===== config.mk =====
export PLATFORM = sky130hd
export DESIGN_NAME = wb_stage_p
export DESIGN_NICKNAME = d
export VERILOG_FILES = /design/src/rtl/wb_stage_p_pkg.sv /design/src/rtl/wb_stage_p_load_align.sv /design/src/rtl/wb_stage_p.sv
export SDC_FILE = /design/constraint.sdc
export NUM_CORES = 1
export LEC_CHECK = 0
export CORE_AREA = 5 5 171 173
export CTS_BUF_LIST = sky130_fd_sc_hd__clkbuf_2 sky130_fd_sc_hd__clkbuf_4 sky130_fd_sc_hd__clkbuf_8
export DETAILED_ROUTE_END_ITERATION = 10
export DIE_AREA = 0 0 176 178
export GPL_ROUTABILITY_DRIVEN = 0
export PLACE_DENSITY_LB_ADDON = 0.12
export SYNTH_ARGS = -nofsm -noshare
export SYNTH_HDL_FRONTEND = slang
export SYNTH_SLANG_ARGS = --single-unit

===== constraint.sdc =====
create_clock -name clk -period 3.2 [get_ports clk]
set_clock_uncertainty 0.1 [all_clocks]
set_input_delay 0.96 -clock clk [delete_from_list [all_inputs] [get_ports clk]]
set_output_delay 0.96 -clock clk [all_outputs]
set_load 0.02 [all_outputs]

===== src/rtl/wb_stage_p_pkg.sv =====
// Shared pipeline encodings for the write-back stage: result sources and load sizes.
package wb_stage_p_pkg;

   typedef enum logic [1:0] {
      SRC_ALU  = 2'd0,
      SRC_MEM  = 2'd1,
      SRC_LINK = 2'd2,
      SRC_IMM  = 2'd3
   } src_e;

   typedef enum logic [1:0] {
      SZ_B = 2'd0,
      SZ_H = 2'd1,
      SZ_W = 2'd2,
      SZ_D = 2'd3
   } size_e;

   function automatic int size_bits(input logic [1:0] size);
      return 8 << size;
   endfunction

endpackage


===== src/rtl/wb_stage_p_load_align.sv =====
// Combinational sub-word load extraction: shift by byte offset, keep 8/16/32/64 bits, extend.
module load_align
   import wb_stage_p_pkg::*;
#(
   parameter  int DATA_W = 64,
   localparam int OFF_W  = $clog2(DATA_W/8)
) (
   input  logic [DATA_W-1:0] mem,
   input  logic [1:0]        size,
   input  logic              sign_ext,
   input  logic [OFF_W-1:0]  off,
   output logic [DATA_W-1:0] result
);

   logic [DATA_W-1:0] shifted;
   logic [DATA_W-1:0] mask;
   logic [DATA_W-1:0] msb;
   int                nbits;

   // A size wider than the datapath keeps the whole shifted word.
   always_comb begin
      shifted = mem >> {off, 3'b000};
      nbits   = size_bits(size);
      mask    = '1;
      if (nbits < DATA_W) begin
         mask = ~({DATA_W{1'b1}} << nbits);
      end
      msb    = mask ^ (mask >> 1);
      result = shifted & mask;
      if (sign_ext && |(shifted & msb)) begin
         result = result | ~mask;
      end
   end

endmodule


===== src/rtl/wb_stage_p.sv =====
// Write-back stage: result select, one-entry holding register, register-file handshake,
// forwarding tap and retire counter.
module wb_stage_p
   import wb_stage_p_pkg::*;
#(
   parameter  int DATA_W   = 64,
   parameter  int REG_AW   = 6,
   parameter  int CNT_W    = 32,
   parameter  int ZERO_REG = 1,
   localparam int OFF_W    = $clog2(DATA_W/8)
) (
   input  logic              clk,
   input  logic              rst_n,
   input  logic              in_valid,
   output logic              in_ready,
   input  logic [1:0]        in_sel,
   input  logic [DATA_W-1:0] in_alu,
   input  logic [DATA_W-1:0] in_mem,
   input  logic [DATA_W-1:0] in_link,
   input  logic [DATA_W-1:0] in_imm,
   input  logic [1:0]        in_size,
   input  logic              in_signed,
   input  logic [OFF_W-1:0]  in_off,
   input  logic              in_regwr,
   input  logic [REG_AW-1:0] in_rd,
   input  logic              flush,
   output logic              rf_wr_en,
   input  logic              rf_ready,
   output logic [REG_AW-1:0] rf_wr_addr,
   output logic [DATA_W-1:0] rf_wr_data,
   output logic              fwd_valid,
   output logic [REG_AW-1:0] fwd_rd,
   output logic [DATA_W-1:0] fwd_data,
   output logic [CNT_W-1:0]  retire_cnt
);

   logic              valid_q;
   logic              regwr_q;
   logic [REG_AW-1:0] rd_q;
   logic [DATA_W-1:0] data_q;
   logic [CNT_W-1:0]  cnt_q;
   logic [DATA_W-1:0] mem_data;
   logic [DATA_W-1:0] result;
   logic              regwr_d;
   logic              leaving;
   logic              accept;

   load_align #(.DATA_W(DATA_W)) u_load_align (
      .mem      (in_mem),
      .size     (in_size),
      .sign_ext (in_signed),
      .off      (in_off),
      .result   (mem_data)
   );

   always_comb begin
      result = in_alu;
      case (src_e'(in_sel))
         SRC_ALU:  result = in_alu;
         SRC_MEM:  result = mem_data;
         SRC_LINK: result = in_link;
         SRC_IMM:  result = in_imm;
         default:  result = in_alu;
      endcase
   end

   assign regwr_d = in_regwr & ~((ZERO_REG != 0) && (in_rd == '0));

   // Non-writing entries drain unconditionally one cycle after acceptance.
   assign rf_wr_en = valid_q & regwr_q & ~flush;
   assign leaving  = valid_q & (~regwr_q | (rf_ready & ~flush));
   assign in_ready = ~flush & (~valid_q | leaving);
   assign accept   = in_valid & in_ready;

   always_ff @(posedge clk or negedge rst_n) begin
      if (!rst_n) begin
         valid_q <= 1'b0;
         regwr_q <= 1'b0;
         rd_q    <= '0;
         data_q  <= '0;
         cnt_q   <= '0;
      end else begin
         if (flush) begin
            valid_q <= 1'b0;
         end else if (accept) begin
            valid_q <= 1'b1;
            regwr_q <= regwr_d;
            rd_q    <= in_rd;
            data_q  <= result;
            cnt_q   <= cnt_q + 1'b1;
         end else if (leaving) begin
            valid_q <= 1'b0;
         end
      end
   end

   assign rf_wr_addr = rd_q;
   assign rf_wr_data = data_q;
   assign fwd_valid  = valid_q & regwr_q;
   assign fwd_rd     = rd_q;
   assign fwd_data   = data_q;
   assign retire_cnt = cnt_q;

endmodule


# Word level (Yosys, flattened, before mapping)
# Cells that the tools add are included.
# totals
register_bits	104
latchBits	0
ramBits	0
mem_bits_ro	0
out_inout_bits	175
n_memories	0
# classes
addsub	1
multipliers	0
div	0
magnitude_cmp	1
n_eq_ne	3
shifts	3
muxes	6
bitwise	19
n_reduce_logical	6
# ops
op	n
64-bit case mux with 4 select lines	1
64-bit bitwise AND	2
64-bit 2-to-1 mux	2
64-bit NOT	2
64-bit OR	1
64-bit OR reduction	1
64-bit by 32-bit << shifter with 64-bit output, first input constant	1
64-bit by 6-bit right shift with 64-bit output	1
64-bit by 63-bit bitwise XOR with 64-bit output	1
32-bit by 1-bit adder with 32-bit output, second input constant	1
32-bit by 8-bit less-than comparator with 1-bit output, second input constant	1
4-bit by 2-bit << shifter with 32-bit output, first input constant	1
1-bit bitwise AND	7
6-bit logical NOT	1
2-bit == test, second input constant	2
1-bit NOT	4
1-bit 2-to-1 mux	3
3-bit nonzero test	1
2-bit by 1-bit == test with 1-bit output, second input constant	1
2-bit logical NOT	1
1-bit OR	2
2-bit AND reduction	1
1-bit logical AND	1

# Longest topological paths before layout
# Gate-level depths: netlist (run 1).
# logic_depth
ltp_word	10
ltp_mapped	8
ltp_nobuf	5

# Hierarchy
# A second synthesis (run 1) with hierarchy kept.
# hier_totals
hier_cells	760
hier_area_um2	8361.8
# modules_own_cells
mod	instances	cells_each	area_each_um2	seq_area_each_um2
wb_stage_p	1	454	6326.1	2602.5
load_align	1	306	2035.7	0.0

# Worst setup path after synthesis (run 1)
# Ideal clock, no wire load.
# synth_path
path_type	input to register
from	input in_off[1]
to	register data_q[3] (netlist: fwd_data[3])
t_arrival_ns	2.461
t_required_ns	2.967
path_slack_ns	0.505
path_stages	6
n_path_buf	2
cell_sequence	buf_6 -> buf_2 -> mux2_1 -> mux4_2 -> a222oi_1 -> o21ai_1
# synth_between
elab_chain_cells	6
elab_cells_between_ends	8
classes_between	shift: 1; mux: 2; bitwise: 3; reduce/logical: 2
# synth_lines
item	line	rtl
start, declared	wb_stage_p.sv:23	input logic [OFF_W-1:0] in_off,
64-bit by 6-bit right shift with 64-bit output (*)	wb_stage_p_load_align.sv:22	shifted = mem >> {off, 3'b000};
64-bit bitwise AND	wb_stage_p_load_align.sv:30	if (sign_ext && |(shifted & msb)) begin
64-bit OR reduction	wb_stage_p_load_align.sv:30	
1-bit logical AND	wb_stage_p_load_align.sv:30	
64-bit 2-to-1 mux (*)	wb_stage_p_load_align.sv:30	
64-bit case mux with 4 select lines (*)	wb_stage_p.sv:58	case (src_e'(in_sel))
end signal, assigned	wb_stage_p.sv:89	data_q <= result;
end, declared	wb_stage_p.sv:40	logic [DATA_W-1:0] data_q;
# Mark *: on every way between the ends. The rest lies on a longest branch, timed or not.
# A chain may end at the register's enable or synchronous reset.

# Worst setup path after layout (run 1)
# layout_path
from	input rf_ready
to	output in_ready
# layout_between
elab_chain_cells	5
# layout_lines
item	line	rtl
start, declared	wb_stage_p.sv:28	input logic rf_ready,
1-bit bitwise AND	wb_stage_p.sv:71	assign leaving = valid_q & (~regwr_q | (rf_ready & ~flush));
1-bit OR	wb_stage_p.sv:71	
1-bit bitwise AND	wb_stage_p.sv:71	
1-bit OR	wb_stage_p.sv:72	assign in_ready = ~flush & (~valid_q | leaving);
1-bit bitwise AND	wb_stage_p.sv:72	
end, declared	wb_stage_p.sv:15	output logic in_ready,
# No other way between the ends.

==> reports/metrics.yaml, run 1 <==
status: "finished, final reports clean"
synth_edf_count: 0
ys_types: 64
setup-violations-final: 0
numPortBuffers: 450
path_clk_slew_ps: 130
hold_ws_ps: 379
final.setup.worst_slack_ps: 122
grt_pass1_wl_um: 55000
overflow: 0
die_y_um: 178
startpoint_type: "primary input"
dr.pass1.iters: 6
dp_slack_ps: -156
final-hold-violation-count: 0
wl_met1_um: 14900
critPathArrivalTime_ps: 2020
met3_length_um: 3020
ys_async_sr_fraction_pct: 100
r2r_slack_ps: 940
viasPerCell: 5.38
ys.flop_type: "dfrtp_1"
syn2layout_area_growth_pct: 59.8
met2WireLength_um: 18800
synth.largest_area_cell: "dfrtp_1"
dieArea_um2: 31300
cts_buffer_depth: 2
synth_seq_area_share_pct: 31.1
drt-total-wl_um: 37500
grt_use_total_pct: 22.9
powerDensity_nw_per_um2: 371
core-area_um2: 27500
synth_top_area_share_pct: 31.1
syn_avg_cell_area_um2: 9.48
slew_viol_final: 0
hpwlAfterDp_um: 30900
numCtsBuffers: 9
tightest_slew_ps: 945
clock_sinks: 104
cp.required_ps: 2140
rsz0062_at_grt: "false"
root_buffer: "clkbuf_8"
drcViolationCount: 0
fmax_mhz: 325
cp-end-kind: "primary output"
worstSetupPathType: "in2out"
peakVddDrop_v: 0.000184
cts_max_level: 3
synth-seq-cells: 104
postRouteAntennaNets: 0
mostFrequentLayoutCells: "443 x clkdlybuf4s50_1, 104 x dfrtp_1, 71 x nand2_1, 64 x mux2_2"
path_max_fanout: 2
leakage_nw: 5.29
drtIter0Drc: 626
max_cap_viol_count: 0
hold_path.class: "reg2reg"
first_global_vias: 9043
start_util_pct: 30.4
insertion_delay_ps: 390
ys_warn_count: 0
wire_per_inst_um: 23.0
die_w_um: 176
period_needed_ps: 3080
syn_inst: 881
yosys-top-cells-area: "dfrtp_1 31%, mux2_2 8.6%, buf_4 6.9%, mux4_2 5.9%, mux2i_1 5.2%"
final_common_cell: "clkdlybuf4s50_1"
vias: 8749
relSlewSlack_pct: 36.9
layout-drive-gt1-share_pct: 15.4
synthesis.nets: 1158
post-route-period-util_pct: 96.2
grt_antenna_before_repair: 5
syn_area_um2: 8360
finalNetCount: 1548
grt_start_max_net_pins: 50
std_cell_rows: 61
top_layer: "met5"
cts_tree: "done"
ios: 451
==> metrics by stage <==
step	power [mW]	setup TNS, ps	area [um2]	instances	utilization, %
global route	5.20	0	13300	1623	48.6
global placement	4.13	-229	13200	1606	47.9
finish	4.95	0	13400	1626	48.6
detailed placement	4.14	-233	13200	1606	47.9
floorplan	2.93	0	8360	881	-
CTS	5.01	0	13300	1622	48.6
==> sequential cells by signal (all words and copies together), names as in the netlist <==
register and count:
fwd_rd 6, fwd_data 64, retire_cnt 32, valid_q 1, regwr_q 1
==> where the power goes <==
part | switching, mW | internal (mW) | leakage, nW
Clock | 0.535 | 0.314 | 0.0991
Combinational | 1.13 | 1.27 | 3.94
Sequential | 0.205 | 1.50 | 1.25
==> cells by family after synthesis <==
| group | synth area share (%) |
|---|---|
| flops | 31.1 |
| buf+inv | 11.0 |
| simple gates | 10.4 |
| fa+ha+maj | 0.150 |
| mux | 22.8 |
| compound gates | 21.3 |
| xor+xnor | 3.25 |
==> worst paths after layout <==
kind                                       end  depth (start not counted)            from
worst max-delay path                  in_ready                          4        rf_ready
worst min-delay path            retire_cnt[31]                          1  retire_cnt[31]
worst max register to register  retire_cnt[26]                          5   retire_cnt[5]
worst min register to register  retire_cnt[31]                          1  retire_cnt[31]
max in group asynchronous         fwd_data[35]                          2           rst_n
min in group asynchronous          fwd_data[0]                          1           rst_n
==> cell usage after synthesis, drive strengths merged, types with 17 or more instances <==
| cell type | instances |
|---|---|
| o22a | 23 |
| nor2 | 62 |
| xnor2 | 23 |
| nand2 | 72 |
| mux2i | 43 |
| mux2 | 86 |
| o22ai | 32 |
| clkbuf | 50 |
| buf | 92 |
| a21oi | 25 |
| mux4 | 22 |
| inv | 17 |
| a221oi | 48 |
| dfrtp | 104 |
| o21ai | 49 |
==> critical path, stage by stage <==
cell and delay, ps:
clkdlybuf4s50_1 470, and3b_1 180, nor2_1 70, dlygate4sd2_1 330
==> timing repair <==
action | 4_1_cts | 5_1_grt
setup buffers | 0 | 0
resized for setup | 2 | 0
endpoints found under the hold margin | 0 | 0
setup endpoints to repair | 2 | 0
hold buffers | 0 | 0
==> area by class of cell <==
| cell class | instances | area [um2] |
|---|---|---|
| fill | 2617 | 14100 |
| timing repair buffer | 521 | 5190 |
| multi-input combinational | 618 | 4860 |
| sequential | 104 | 2600 |
| tap | 346 | 433 |
| clock buffer | 10 | 131 |
| inverter | 17 | 63.8 |
| clock inverter | 6 | 57.6 |
| antenna | 4 | 10.0 |
==> routing by layer <==
metal	global-route usage, %	vias up
li1	-	4043
met2	39.7	403
met1	29.0	4261
met3	5.81	34
met4	5.00	8
met5	0	-
Power figures use the tool's default switching activity.
==> run 2: changes to the inputs <==
--- a/config.mk
+++ b/config.mk
@@ -5,6 +5,7 @@
 export SDC_FILE = /design/constraint.sdc
 export NUM_CORES = 1
 export LEC_CHECK = 0
+export CAP_MARGIN = 20
 export CORE_AREA = 5 5 171 173
 export CTS_BUF_LIST = sky130_fd_sc_hd__clkbuf_2 sky130_fd_sc_hd__clkbuf_4 sky130_fd_sc_hd__clkbuf_8
 export DETAILED_ROUTE_END_ITERATION = 10
==> results of run 2 <==
No change in the layout: final DEF, timing and power equal those of run 1.
==> run 3: changes to the inputs <==
--- a/config.mk
+++ b/config.mk
@@ -6,12 +6,13 @@
 export NUM_CORES = 1
 export LEC_CHECK = 0
 export CAP_MARGIN = 20
-export CORE_AREA = 5 5 171 173
+export CORE_AREA = 5 5 172 174
 export CTS_BUF_LIST = sky130_fd_sc_hd__clkbuf_2 sky130_fd_sc_hd__clkbuf_4 sky130_fd_sc_hd__clkbuf_8
 export DETAILED_ROUTE_END_ITERATION = 10
-export DIE_AREA = 0 0 176 178
+export DIE_AREA = 0 0 177 179
 export GPL_ROUTABILITY_DRIVEN = 0
 export PLACE_DENSITY_LB_ADDON = 0.12
+export SLEW_MARGIN = 10
 export SYNTH_ARGS = -nofsm -noshare
 export SYNTH_HDL_FRONTEND = slang
 export SYNTH_SLANG_ARGS = --single-unit
==> constraint.sdc (replaced) <==
create_clock -name clk -period 3.33 [get_ports clk]
set_clock_uncertainty 0.1 [all_clocks]
set_input_delay 0.999 -clock clk [delete_from_list [all_inputs] [get_ports clk]]
set_output_delay 0.999 -clock clk [all_outputs]
set_load 0.02 [all_outputs]
==> run 3 against run 2 <==
Global-route usage shrank 0.063 points. Critical path type unchanged. Largest power group unchanged. Clock power is 5.2% lower. First-iteration DRC count rose by 7.5%. Die area is 1.1% higher. Critical endpoint unchanged. Highest routed layer unchanged. Power shrank 4.6%. Worst setup slack improved by 43 ps. Wire length is 0.86% higher. Critical path depth unchanged. Clock-buffer cell count decreased by 1. Final cell count is 0.86% higher. Sequential share of layout area rose by 0.22 points.
==> reports/metrics.yaml, run 3 (synthesized netlist as in run 1, its figures left out) <==
status: "finished, final reports clean"
cp.required_ps: 2230
insertion_delay_ps: 390
finalNetCount: 1532
powerDensity_nw_per_um2: 357
hold_ws_ps: 377
leakage_nw: 5.20
dieArea_um2: 31700
overflow: 0
period_needed_ps: 3160
first_global_vias: 9047
std_cell_rows: 61
critPathArrivalTime_ps: 2070
ios: 451
slew_viol_final: 0
setup-violations-final: 0
drt-total-wl_um: 37800
met2_usage_pct: 40.1
post-route-period-util_pct: 95.0
root_buffer: "clkbuf_8"
peakVddDrop_v: 0.000259
largest_reg_flops: 64
drtIter0Drc: 673
dp_slack_ps: -111
fillCellCount: 2713
startpoint_type: "primary input"
met1_usage_pct: 28.4
numPortBuffers: 450
cts_buffer_depth: 2
path_clk_slew_ps: 110
path_max_fanout: 2
worstSetupPathType: "in2out"
layout-drive-gt1-share_pct: 14.3
core-area_um2: 27600
cp-end-kind: "primary output"
postRouteAntennaNets: 0
mostFrequentLayoutCells: "443 x clkdlybuf4s50_1, 104 x dfrtp_1, 71 x nand2_1, 64 x mux2_2, 59 x nor2_1"
max_cap_viol_count: 0
die_w_um: 177
tightest_slew_ps: 943
numCtsBuffers: 9
final_common_cell: "clkdlybuf4s50_1"
start_util_pct: 30.2
dr.pass1.iters: 7
final-hold-violation-count: 0
rsz0062_at_grt: "false"
drcViolationCount: 0
grt_antenna_before_repair: 5
grt_start_max_net_pins: 68
final.setup.worst_slack_ps: 165
total_power_mw: 4.72
grt_pass1_wl_um: 55300
cts_tree: "done"
wire_per_inst_um: 23.0
use_met3_pct: 5.76
post_cts_buffers: 0
top_usage_layer: "met2"
relSlewSlack_pct: 37.0
grt_use_total_pct: 22.8
viasPerCell: 5.26
cts_max_level: 3
vias: 8628
hold_path.class: "reg2reg"
hpwlAfterDp_um: 30800
die_y_um: 179
fmax_mhz: 316
syn2layout_area_growth_pct: 58.1
clock_sinks: 104
finalInstanceArea_um2: 13200
placed_cell_area_um2: 13000
==> run 3: cell types whose count changed in the layout (fill, tap and decap cells not counted), sizes merged <==
cell          before  now
clkbuf            10    9
inv               22   20
dlygate4sd2        2    1
diode              4    2
buf               76   60
clkinv             1    4
dlymetal6s2s       0    1
==> run 3: timing repair <==
action,4_1_cts,5_1_grt
hold buffers,0,0
endpoints found under the setup margin,1,1
gates resized for setup,1,1
==> run 3: final timing paths <==
path                                 from             end  slack (ps)  depth (start not counted)
min                        retire_cnt[31]  retire_cnt[31]         380                          1
min in group asynchronous           rst_n  retire_cnt[29]         470                          1
min reg2reg                retire_cnt[31]  retire_cnt[31]         380                          1
max                              rf_ready        in_ready         170                          4
max reg2reg                 retire_cnt[3]  retire_cnt[26]         970                          5
max in group asynchronous           rst_n    fwd_data[37]        1950                          2
==> run 3: routing by layer <==
| layer | up-vias | part of all wire, % |
|---|---|---|
| li1 | 4013 | - |
| met1 | 4209 | 40 |
| met2 | 370 | 50 |
| met3 | 30 | 8.0 |
| met4 | 6 | 1.6 |
| met5 | - | 0.071 |
==> run 3: power breakdown <==
| part | switching, mW | total [mW] | internal, mW |
|---|---|---|---|
| Clock | 0.516 | 0.805 | 0.289 |
| Combinational | 1.08 | 2.28 | 1.20 |
| Sequential | 0.202 | 1.64 | 1.44 |
| Total | 1.80 | 4.72 | 2.92 |
==> run 3: stage by stage <==
stage                     instances  setup TNS (ps)  utilization (%)
after global placement         1622            -121             47.1
after global routing           1640               0             47.8
after floorplan                 881               0                -
after CTS                      1638               0             47.8
final                          1640               0             47.8
after detailed placement       1622            -111             47.1
==> run 3: cell type report <==
type	instances	area, um2	area share, %
timing repair buffer	505	5010	37.9
multi-input combinational	618	4860	36.8
sequential	104	2600	19.7
tap	378	473	3.58
clock buffer	9	124	0.938
inverter	17	63.8	0.483
clock inverter	7	62.6	0.474
antenna	2	5.00	0.0379
==> run 3: critical path, stage by stage <==
cell	delay, ps
clkdlybuf4s50_1	470
and3b_1	190
nor2_1	80
dlygate4sd2_1	330
